`config.mk`:
```
export PLATFORM = sky130hd
export DESIGN_NAME = mf_fir_serial
export DESIGN_NICKNAME = d
export VERILOG_FILES = /design/src/rtl/mf_taps_pkg.sv /design/src/rtl/mf_mac.sv /design/src/rtl/mf_fir_serial.sv
export SDC_FILE = /design/constraint.sdc
export NUM_CORES = 2
export LEC_CHECK = 0
export CAP_MARGIN = 20
export CORE_AREA = 2 2 252 502
export DETAILED_ROUTE_END_ITERATION = 8
export DIE_AREA = 0 0 254 504
export DONT_BUFFER_PORTS = 1
export PLACE_DENSITY_LB_ADDON = 0.08
export SLEW_MARGIN = 25
export SYNTH_ARGS = -nofsm -noshare
export SYNTH_HDL_FRONTEND = slang
export SYNTH_HIERARCHICAL = 1
export SYNTH_SLANG_ARGS = --single-unit
```
`constraint.sdc`:
```
create_clock -name i_clk -period 9.6 [get_ports i_clk]
set_input_delay 0.96 -clock i_clk [delete_from_list [all_inputs] [get_ports i_clk]]
set_output_delay 0.96 -clock i_clk [all_outputs]
set_load 0.02 [all_outputs]
```
`src/rtl/mf_taps_pkg.sv`:
```
// Matched-filter constants: 41-tap half-sine taps (round(32767*sin(pi*k/40)))
// plus default accumulator width and output shift.
package mf_taps_pkg;

  localparam int unsigned MF_NTAPS     = 41;
  localparam int unsigned MF_COEF_W    = 16;
  localparam int unsigned MF_ACC_W     = 40;
  localparam int unsigned MF_OUT_SHIFT = 20;

  localparam logic signed [MF_COEF_W-1:0] MF_COEFFS [MF_NTAPS] = '{
    16'sd0,     16'sd2571,  16'sd5126,  16'sd7649,  16'sd10126,
    16'sd12539, 16'sd14876, 16'sd17121, 16'sd19260, 16'sd21280,
    16'sd23170, 16'sd24916, 16'sd26509, 16'sd27938, 16'sd29196,
    16'sd30273, 16'sd31163, 16'sd31862, 16'sd32364, 16'sd32666,
    16'sd32767,
    16'sd32666, 16'sd32364, 16'sd31862, 16'sd31163, 16'sd30273,
    16'sd29196, 16'sd27938, 16'sd26509, 16'sd24916, 16'sd23170,
    16'sd21280, 16'sd19260, 16'sd17121, 16'sd14876, 16'sd12539,
    16'sd10126, 16'sd7649,  16'sd5126,  16'sd2571,  16'sd0
  };

endpackage

```
`src/rtl/mf_mac.sv`:
```
// Two-stage multiply-accumulate: registered product, then sign-extended
// accumulation. Clear wins over accumulate.
module mf_mac #(
  parameter int unsigned A_W   = 16,
  parameter int unsigned B_W   = 16,
  parameter int unsigned ACC_W = 40
) (
  input  logic                    i_clk,
  input  logic                    i_rst,
  input  logic                    i_clr,
  input  logic                    i_en,
  input  logic signed [A_W-1:0]   i_a,
  input  logic signed [B_W-1:0]   i_b,
  output logic signed [ACC_W-1:0] o_acc
);

  localparam int unsigned P_W = A_W + B_W;

  logic signed [P_W-1:0]   w_prod;
  logic signed [P_W-1:0]   r_prod;
  logic                    r_prod_vld;
  logic signed [ACC_W-1:0] w_prod_ext;
  logic signed [ACC_W-1:0] r_acc;

  assign w_prod     = P_W'(i_a) * P_W'(i_b);
  assign w_prod_ext = ACC_W'(r_prod);

  always_ff @(posedge i_clk) begin
    if (i_rst) begin
      r_prod     <= '0;
      r_prod_vld <= 1'b0;
      r_acc      <= '0;
    end else begin
      if (i_en) begin
        r_prod <= w_prod;
      end
      r_prod_vld <= i_en & ~i_clr;
      if (i_clr) begin
        r_acc <= '0;
      end else if (r_prod_vld) begin
        r_acc <= r_acc + w_prod_ext;
      end
    end
  end

  assign o_acc = r_acc;

endmodule

```
`src/rtl/mf_fir_serial.sv`:
```
// Time-multiplexed 41-tap matched filter: circular delay line, one MAC shared
// by every tap, rounded and saturated output held until accepted downstream.
module mf_fir_serial
  import mf_taps_pkg::*;
#(
  parameter int unsigned DATA_W    = 16,
  parameter int unsigned COEF_W    = 16,
  parameter int unsigned NTAPS     = MF_NTAPS,
  parameter int unsigned ACC_W     = MF_ACC_W,
  parameter int unsigned OUT_W     = 16,
  parameter int unsigned OUT_SHIFT = MF_OUT_SHIFT
) (
  input  logic                     i_clk,
  input  logic                     i_rst,
  input  logic signed [DATA_W-1:0] i_s_data,
  input  logic                     i_s_valid,
  output logic                     o_s_ready,
  output logic signed [OUT_W-1:0]  o_m_data,
  output logic                     o_m_valid,
  input  logic                     i_m_ready
);

  localparam int unsigned TAP_W = $clog2(NTAPS);
  localparam logic [TAP_W-1:0] TAP_LAST = TAP_W'(NTAPS - 1);
  localparam logic signed [ACC_W-1:0] RND_K   = ACC_W'(1) << (OUT_SHIFT - 1);
  localparam logic signed [ACC_W-1:0] SAT_MAX = (ACC_W'(1) << (OUT_W - 1)) - ACC_W'(1);
  localparam logic signed [ACC_W-1:0] SAT_MIN = ~SAT_MAX;

  typedef enum logic [1:0] {ST_IDLE, ST_MAC, ST_FLUSH, ST_OUT} state_t;

  state_t                    r_state;
  state_t                    w_state_nxt;
  logic [TAP_W-1:0]          r_tap;
  logic                      r_flush;
  logic [TAP_W-1:0]          r_wptr;
  logic [TAP_W-1:0]          r_rd_idx;
  logic signed [DATA_W-1:0]  r_dline [NTAPS];
  logic                      r_s_ready;
  logic                      r_m_valid;
  logic signed [OUT_W-1:0]   r_m_data;

  logic                      w_accept;
  logic                      w_mac_en;
  logic                      w_load_out;
  logic                      w_out_done;
  logic signed [DATA_W-1:0]  w_tap_data;
  logic signed [COEF_W-1:0]  w_coef;
  logic signed [ACC_W-1:0]   w_acc;
  logic signed [ACC_W-1:0]   w_rnd;
  logic signed [ACC_W-1:0]   w_shr;
  logic signed [OUT_W-1:0]   w_sat;

  // State register
  always_ff @(posedge i_clk) begin
    if (i_rst) begin
      r_state <= ST_IDLE;
    end else begin
      r_state <= w_state_nxt;
    end
  end

  // Next-state logic
  always_comb begin
    w_state_nxt = r_state;
    case (r_state)
      ST_IDLE:  if (i_s_valid)          w_state_nxt = ST_MAC;
      ST_MAC:   if (r_tap == TAP_LAST)  w_state_nxt = ST_FLUSH;
      ST_FLUSH: if (r_flush)            w_state_nxt = ST_OUT;
      ST_OUT:   if (i_m_ready)          w_state_nxt = ST_IDLE;
      default:                          w_state_nxt = ST_IDLE;
    endcase
  end

  // Per-state control strobes
  always_comb begin
    w_accept   = 1'b0;
    w_mac_en   = 1'b0;
    w_load_out = 1'b0;
    w_out_done = 1'b0;
    case (r_state)
      ST_IDLE:  w_accept   = i_s_valid;
      ST_MAC:   w_mac_en   = 1'b1;
      ST_FLUSH: w_load_out = r_flush;
      ST_OUT:   w_out_done = i_m_ready;
      default: ;
    endcase
  end

  // Tap sequencing; the read index walks backwards from the newest sample
  always_ff @(posedge i_clk) begin
    if (i_rst) begin
      r_tap    <= '0;
      r_flush  <= 1'b0;
      r_wptr   <= '0;
      r_rd_idx <= '0;
    end else begin
      r_flush <= (r_state == ST_FLUSH) ? ~r_flush : 1'b0;
      if (w_accept) begin
        r_tap    <= '0;
        r_rd_idx <= r_wptr;
        r_wptr   <= (r_wptr == TAP_LAST) ? '0 : r_wptr + TAP_W'(1);
      end else if (w_mac_en) begin
        r_tap    <= r_tap + TAP_W'(1);
        r_rd_idx <= (r_rd_idx == '0) ? TAP_LAST : r_rd_idx - TAP_W'(1);
      end
    end
  end

  // Sample delay line
  always_ff @(posedge i_clk) begin
    if (i_rst) begin
      for (int unsigned i = 0; i < NTAPS; i++) begin
        r_dline[i] <= '0;
      end
    end else if (w_accept) begin
      r_dline[r_wptr] <= i_s_data;
    end
  end

  assign w_tap_data = r_dline[r_rd_idx];
  assign w_coef     = COEF_W'(MF_COEFFS[r_tap]);

  mf_mac #(
    .A_W   (DATA_W),
    .B_W   (COEF_W),
    .ACC_W (ACC_W)
  ) u_mac (
    .i_clk (i_clk),
    .i_rst (i_rst),
    .i_clr (w_accept),
    .i_en  (w_mac_en),
    .i_a   (w_tap_data),
    .i_b   (w_coef),
    .o_acc (w_acc)
  );

  // Round half up, then clamp to the output range
  assign w_rnd = w_acc + RND_K;
  assign w_shr = w_rnd >>> OUT_SHIFT;

  always_comb begin
    w_sat = w_shr[OUT_W-1:0];
    if (w_shr > SAT_MAX) begin
      w_sat = SAT_MAX[OUT_W-1:0];
    end else if (w_shr < SAT_MIN) begin
      w_sat = SAT_MIN[OUT_W-1:0];
    end
  end

  // Registered handshake outputs
  always_ff @(posedge i_clk) begin
    if (i_rst) begin
      r_s_ready <= 1'b1;
      r_m_valid <= 1'b0;
      r_m_data  <= '0;
    end else begin
      r_s_ready <= (w_state_nxt == ST_IDLE);
      if (w_load_out) begin
        r_m_valid <= 1'b1;
        r_m_data  <= w_sat;
      end else if (w_out_done) begin
        r_m_valid <= 1'b0;
      end
    end
  end

  assign o_s_ready = r_s_ready;
  assign o_m_valid = r_m_valid;
  assign o_m_data  = r_m_data;

endmodule

```
==> run summary <==
The clock arrives with 0.0363 ns of skew. At the worst endpoint, the arrival time is 9.68 ns. Dividing the detail-routed wire length by the instance count gives 27.9 um. The run finished with clean final reports. For this run, asynchronously set or reset flops after synthesis account for 0%. Setup repair after global routing left no endpoint under its margin. The class of the worst hold path was in -> reg. The most repeated cell in the gate-level netlist after synthesis is sky130_fd_sc_hd__edfxtp_1. Together, buffers and inverters on the worst path number 8.

Once the floorplan was initialized, standard cells occupied 49.6% of the core. Ranked by instance count, the synthesized netlist is headed by 1024 x sky130_fd_sc_hd__edfxtp_1, 784 x sky130_fd_sc_hd__and2_1, 320 x sky130_fd_sc_hd__mux4_2. At the pin with the least slew margin, the transition time is 1.12 ns. STA classifies the critical path startpoint as a flop. In the final design database the tool counted 4848 nets. The vias after detailed routing is 35.7k, and the number of design rule violations left after detail routing is 0. Summed over all cells, the static leakage comes to 25.1 nW. The tools report the post-route core utilization as 54.3%. The total power divided by cell area was 178 nW/um^2. Yosys mapped a number of flops with a built-in enable equal to 1024. The post-synthesis mux area share is 12.6%, and the clock share of power is 34.9%. A synthesized cell averages 13.9 um^2. The tools report the setup TNS after final layout as 0 ns. The hold violation count in the final report was 0; the number of sinks driven by the clock tree was 1142. The largest fanout of any net on the critical path was 30. The area of the core was 124000 um^2. The number of clock buffers inserted by TritonCTS is 101, and the part of the power in registers is 47.0%. The synthesized design contains 1142 register bits. In this run the tightest slew margin relative to its limit is 25.2%. Clock-pin slew was measured on the worst setup and hold paths at 0.07 ns. Of the total synthesized cell area, the portion taken by AND, OR, NAND and NOR gates is 13.0%. For this run, the detailed router's first-pass iteration total came to 5. For the number of nets with antenna violations after routing, the log shows 0.

Yosys mapped the design onto 94 distinct sky130hd cell types. The worst setup path is captured at a flop. The tools report the global routing usage summed across all routing layers as 27.6%.

Ranked by total cell area, the synthesized netlist is headed by sky130_fd_sc_hd__edfxtp_1 50%, sky130_fd_sc_hd__mux4_2 12%, sky130_fd_sc_hd__fa_1 8.5%, sky130_fd_sc_hd__and2_1 8.0%, sky130_fd_sc_hd__dfxtp_1 3.8%. After Yosys synthesis, XOR and XNOR cells account for 1.11% of the synthesized area. Cells with a size suffix above 1 make up 16.6% of the layout. The count of final max-slew check failures was 0.

The length in cells of the worst reg-to-reg path is 28. The leading register cell type out of synthesis was sky130_fd_sc_hd__edfxtp_1. The routed design has 173000 um of wire. The master cell of the clock root buffer was sky130_fd_sc_hd__clkbuf_16. After clock tree synthesis, the setup repair step added 0 buffers. Counting along the longest clock path gives a buffer depth of 3.

38 I/O pins were placed. Among the stages of the critical path, the cell type that occurs most often is sky130_fd_sc_hd__fa_1. Endpoint required time on the critical path: 10.18 ns.

Largest stage delay on the critical path: 0.58 ns. Based on the critical path, the design can be clocked at up to 110 MHz. The H-tree was split into 3 levels. For the total net switching power, the log shows 0.00330 W. After floorplanning, the core was divided into 183 placement rows.

The violation count after the first detailed-routing iteration is 2327, and the number of global-route vias before repair is 37.9k. Measured along the y axis, the die boundary spans 504 um. The worst path needs 9.09 ns of the cycle, external delays included.

The later pin in the worst-skew pair is clocked with a latency of 0.73 ns. After layout, the worst path uses 94.7% of the clock period. The run gives 6 as the count of synthesis-stage warnings from yosys. TritonCTS built the clock tree. The internal portion of the total power is 0.00867 W. The count of cells resized by post-cts repair is 0.

Via density per instance: 5.78. In this run the tool buffered the top-level ports with 0 buffer cells. The worst-path cell with the longest stage delay is sky130_fd_sc_hd__o31ai_1.

Counting buffers and inverters, the worst setup path is 28 cells deep. The run gives 0 as the cts-stage hold buffer count. From left edge to right edge, the die measures 254 um.

The routability congestion estimate is 0.936, and the number of failing setup endpoints in the final timing report is 0. The cell count after synthesis came out at 4446. For the total of max-cap violations, the log shows 0. The cell family contributing the most delay on the critical path is adder cells. The portion of synthesized cell area occupied by the leading cell type was 49.9%; the netlist area before placement was 61600 um^2. Of the total power, combinational logic draws 18.1%. The proportion of total power due to net switching works out to 27.6%. The worst-case register-to-register setup slack was 0.51 ns. The worst IR drop on VDD came out at 0.168 mV.

The area added between synthesis and finish works out to 9.29%. Summing the sequential cell areas from Yosys gives 53.7% of the chip area. Dominant combinational cell family by area after synthesis: simple AND/OR/NAND/NOR gates. The endpoint identified for the worst register-to-register timing path is u_mac/r_prod[30].

The cell type with the largest total area after synthesis was sky130_fd_sc_hd__edfxtp_1. The full die area is 128000 um^2, and the first-pass GRT wire length is 254000 um. The logs give 122000 um for the post-DP HPWL and 111 for the maximum number of pins on one net before global-route repair. The initial antenna violation count was 3; the fraction of the mapped netlist area in adder cells was 11.3%.

Summing the areas of all compound-gate instances in the mapped netlist gives 4.45% of the synthesized area. Following the worst setup path forward leads to its endpoint at u_mac/r_prod[30]. Global routing finished with a remaining overflow of 0.

The worst setup path is of the reg -> reg kind.
## registers in the layout (all words and copies together) (netlist names), 2 cells and up, named ones only
register,cells
r_rd_idx,6
r_dline,1024
r_wptr,6
r_tap,6
u_mac/r_prod,32
o_m_data,16
u_mac/o_acc,40
r_state,2
## metrics by stage
step	setup slack (ns)	power (W)	cells	instance area [um^2]	hold slack (ns)
final	0.509	0.0120	6181	67300	0.310
after detailed placement	0.431	0.00792	5990	64000	0.459
after global placement	0.512	0.00791	5990	64000	0.452
after global routing	0.0233	0.0124	6180	67300	0.275
after floorplan	1.15	0.00713	4450	61600	0.417
after CTS	0.422	0.0121	6178	67300	0.254
## kinds of logic after synthesis
group / Yosys count
adders and majority gates: 400
xor gates and xnor gates: 78
AOI/OAI and AO/OA: 396
other: 1
muxes: 373
DFF: 1142
buffers and inverters: 605
and+or+nand+nor: 1451
## placed cells by master (no fill, tap or decap), types with 11 or more instances in the layout
master / synthesis / routed
sky130_fd_sc_hd__or2_2: 51 / 51
sky130_fd_sc_hd__nand2_1: 229 / 229
sky130_fd_sc_hd__nor2b_1: 23 / 23
sky130_fd_sc_hd__a211oi_1: 36 / 36
sky130_fd_sc_hd__o22ai_1: 14 / 13
sky130_fd_sc_hd__clkbuf_1: 231 / 19
sky130_fd_sc_hd__buf_4: 0 / 147
sky130_fd_sc_hd__xnor2_1: 58 / 58
sky130_fd_sc_hd__a21o_1: 34 / 34
sky130_fd_sc_hd__buf_12: 0 / 12
sky130_fd_sc_hd__a211oi_2: 12 / 12
sky130_fd_sc_hd__xor2_1: 20 / 20
sky130_fd_sc_hd__a22oi_1: 13 / 13
sky130_fd_sc_hd__clkinv_1: 3 / 18
sky130_fd_sc_hd__nor3_1: 24 / 22
sky130_fd_sc_hd__a21oi_1: 108 / 104
sky130_fd_sc_hd__and2_1: 784 / 784
sky130_fd_sc_hd__edfxtp_1: 1024 / 1024
sky130_fd_sc_hd__clkinv_2: 0 / 16
sky130_fd_sc_hd__inv_1: 318 / 317
sky130_fd_sc_hd__nand3_1: 40 / 40
sky130_fd_sc_hd__o21a_1: 14 / 14
sky130_fd_sc_hd__dfxtp_1: 118 / 110
sky130_fd_sc_hd__fa_1: 263 / 263
sky130_fd_sc_hd__clkbuf_16: 0 / 102
sky130_fd_sc_hd__nor2_1: 202 / 201
sky130_fd_sc_hd__nand2b_1: 20 / 20
sky130_fd_sc_hd__mux2i_1: 52 / 52
sky130_fd_sc_hd__nand4_1: 11 / 11
sky130_fd_sc_hd__mux4_2: 320 / 320
sky130_fd_sc_hd__ha_1: 137 / 137
sky130_fd_sc_hd__o21ai_0: 60 / 58
sky130_fd_sc_hd__or3_1: 16 / 16
sky130_fd_sc_hd__o211ai_1: 13 / 13
## worst reg2reg max path: cells and delay by family, from the launching register on
kind / cells / cell delay (ns)
adders and majority gates: 7 / 3.29
AOI/OAI and AO/OA: 8 / 2.21
buffers and inverters: 8 / 1.27
muxes: 2 / 1.04
and+or+nand+nor: 2 / 0.61
DFF: 1 / 0.42
xor gates and xnor gates: 1 / 0.13
## how the worst min path moves through the flow
stage            start                to  depth (start not counted)
2_1_floorplan  r_flush           r_flush                          1
5_1_grt          i_rst  u_mac/r_prod[26]                          1
6_report         i_rst       o_m_data[7]                          1
3_3_place_gp   r_flush           r_flush                          1
3_5_place_dp   r_flush           r_flush                          1
4_1_cts          i_rst       o_m_data[7]                          1
## area by class of cell
class                      count  area (um^2)
antenna                        3         7.51
clock inverter                57          569
tap                         1665         2080
timing repair buffer         159         1340
clock buffer                 131         2760
inverter                     321         1200
sequential                  1142        33100
fill                       10300        56800
multi-input combinational   2703        26200
## power by group through the flow
stage	Combinational (W)	Sequential [W]	Clock, W
global route	0.00232	0.00564	0.00442
global placement	0.00217	0.00573	0
CTS	0.00218	0.00563	0.00426
floorplan	0.00146	0.00567	0
detailed placement	0.00218	0.00574	0
finish	0.00217	0.00563	0.00418
## metal layers
layer	track usage, %	up-vias	share of wire, %
met5	0	-	0
met1	27.9	18700	33
met4	16.5	0	6.9
met2	52.9	836	57
met3	3.40	340	3.5
li1	-	15800	-
Power figures use the tool's default switching activity.
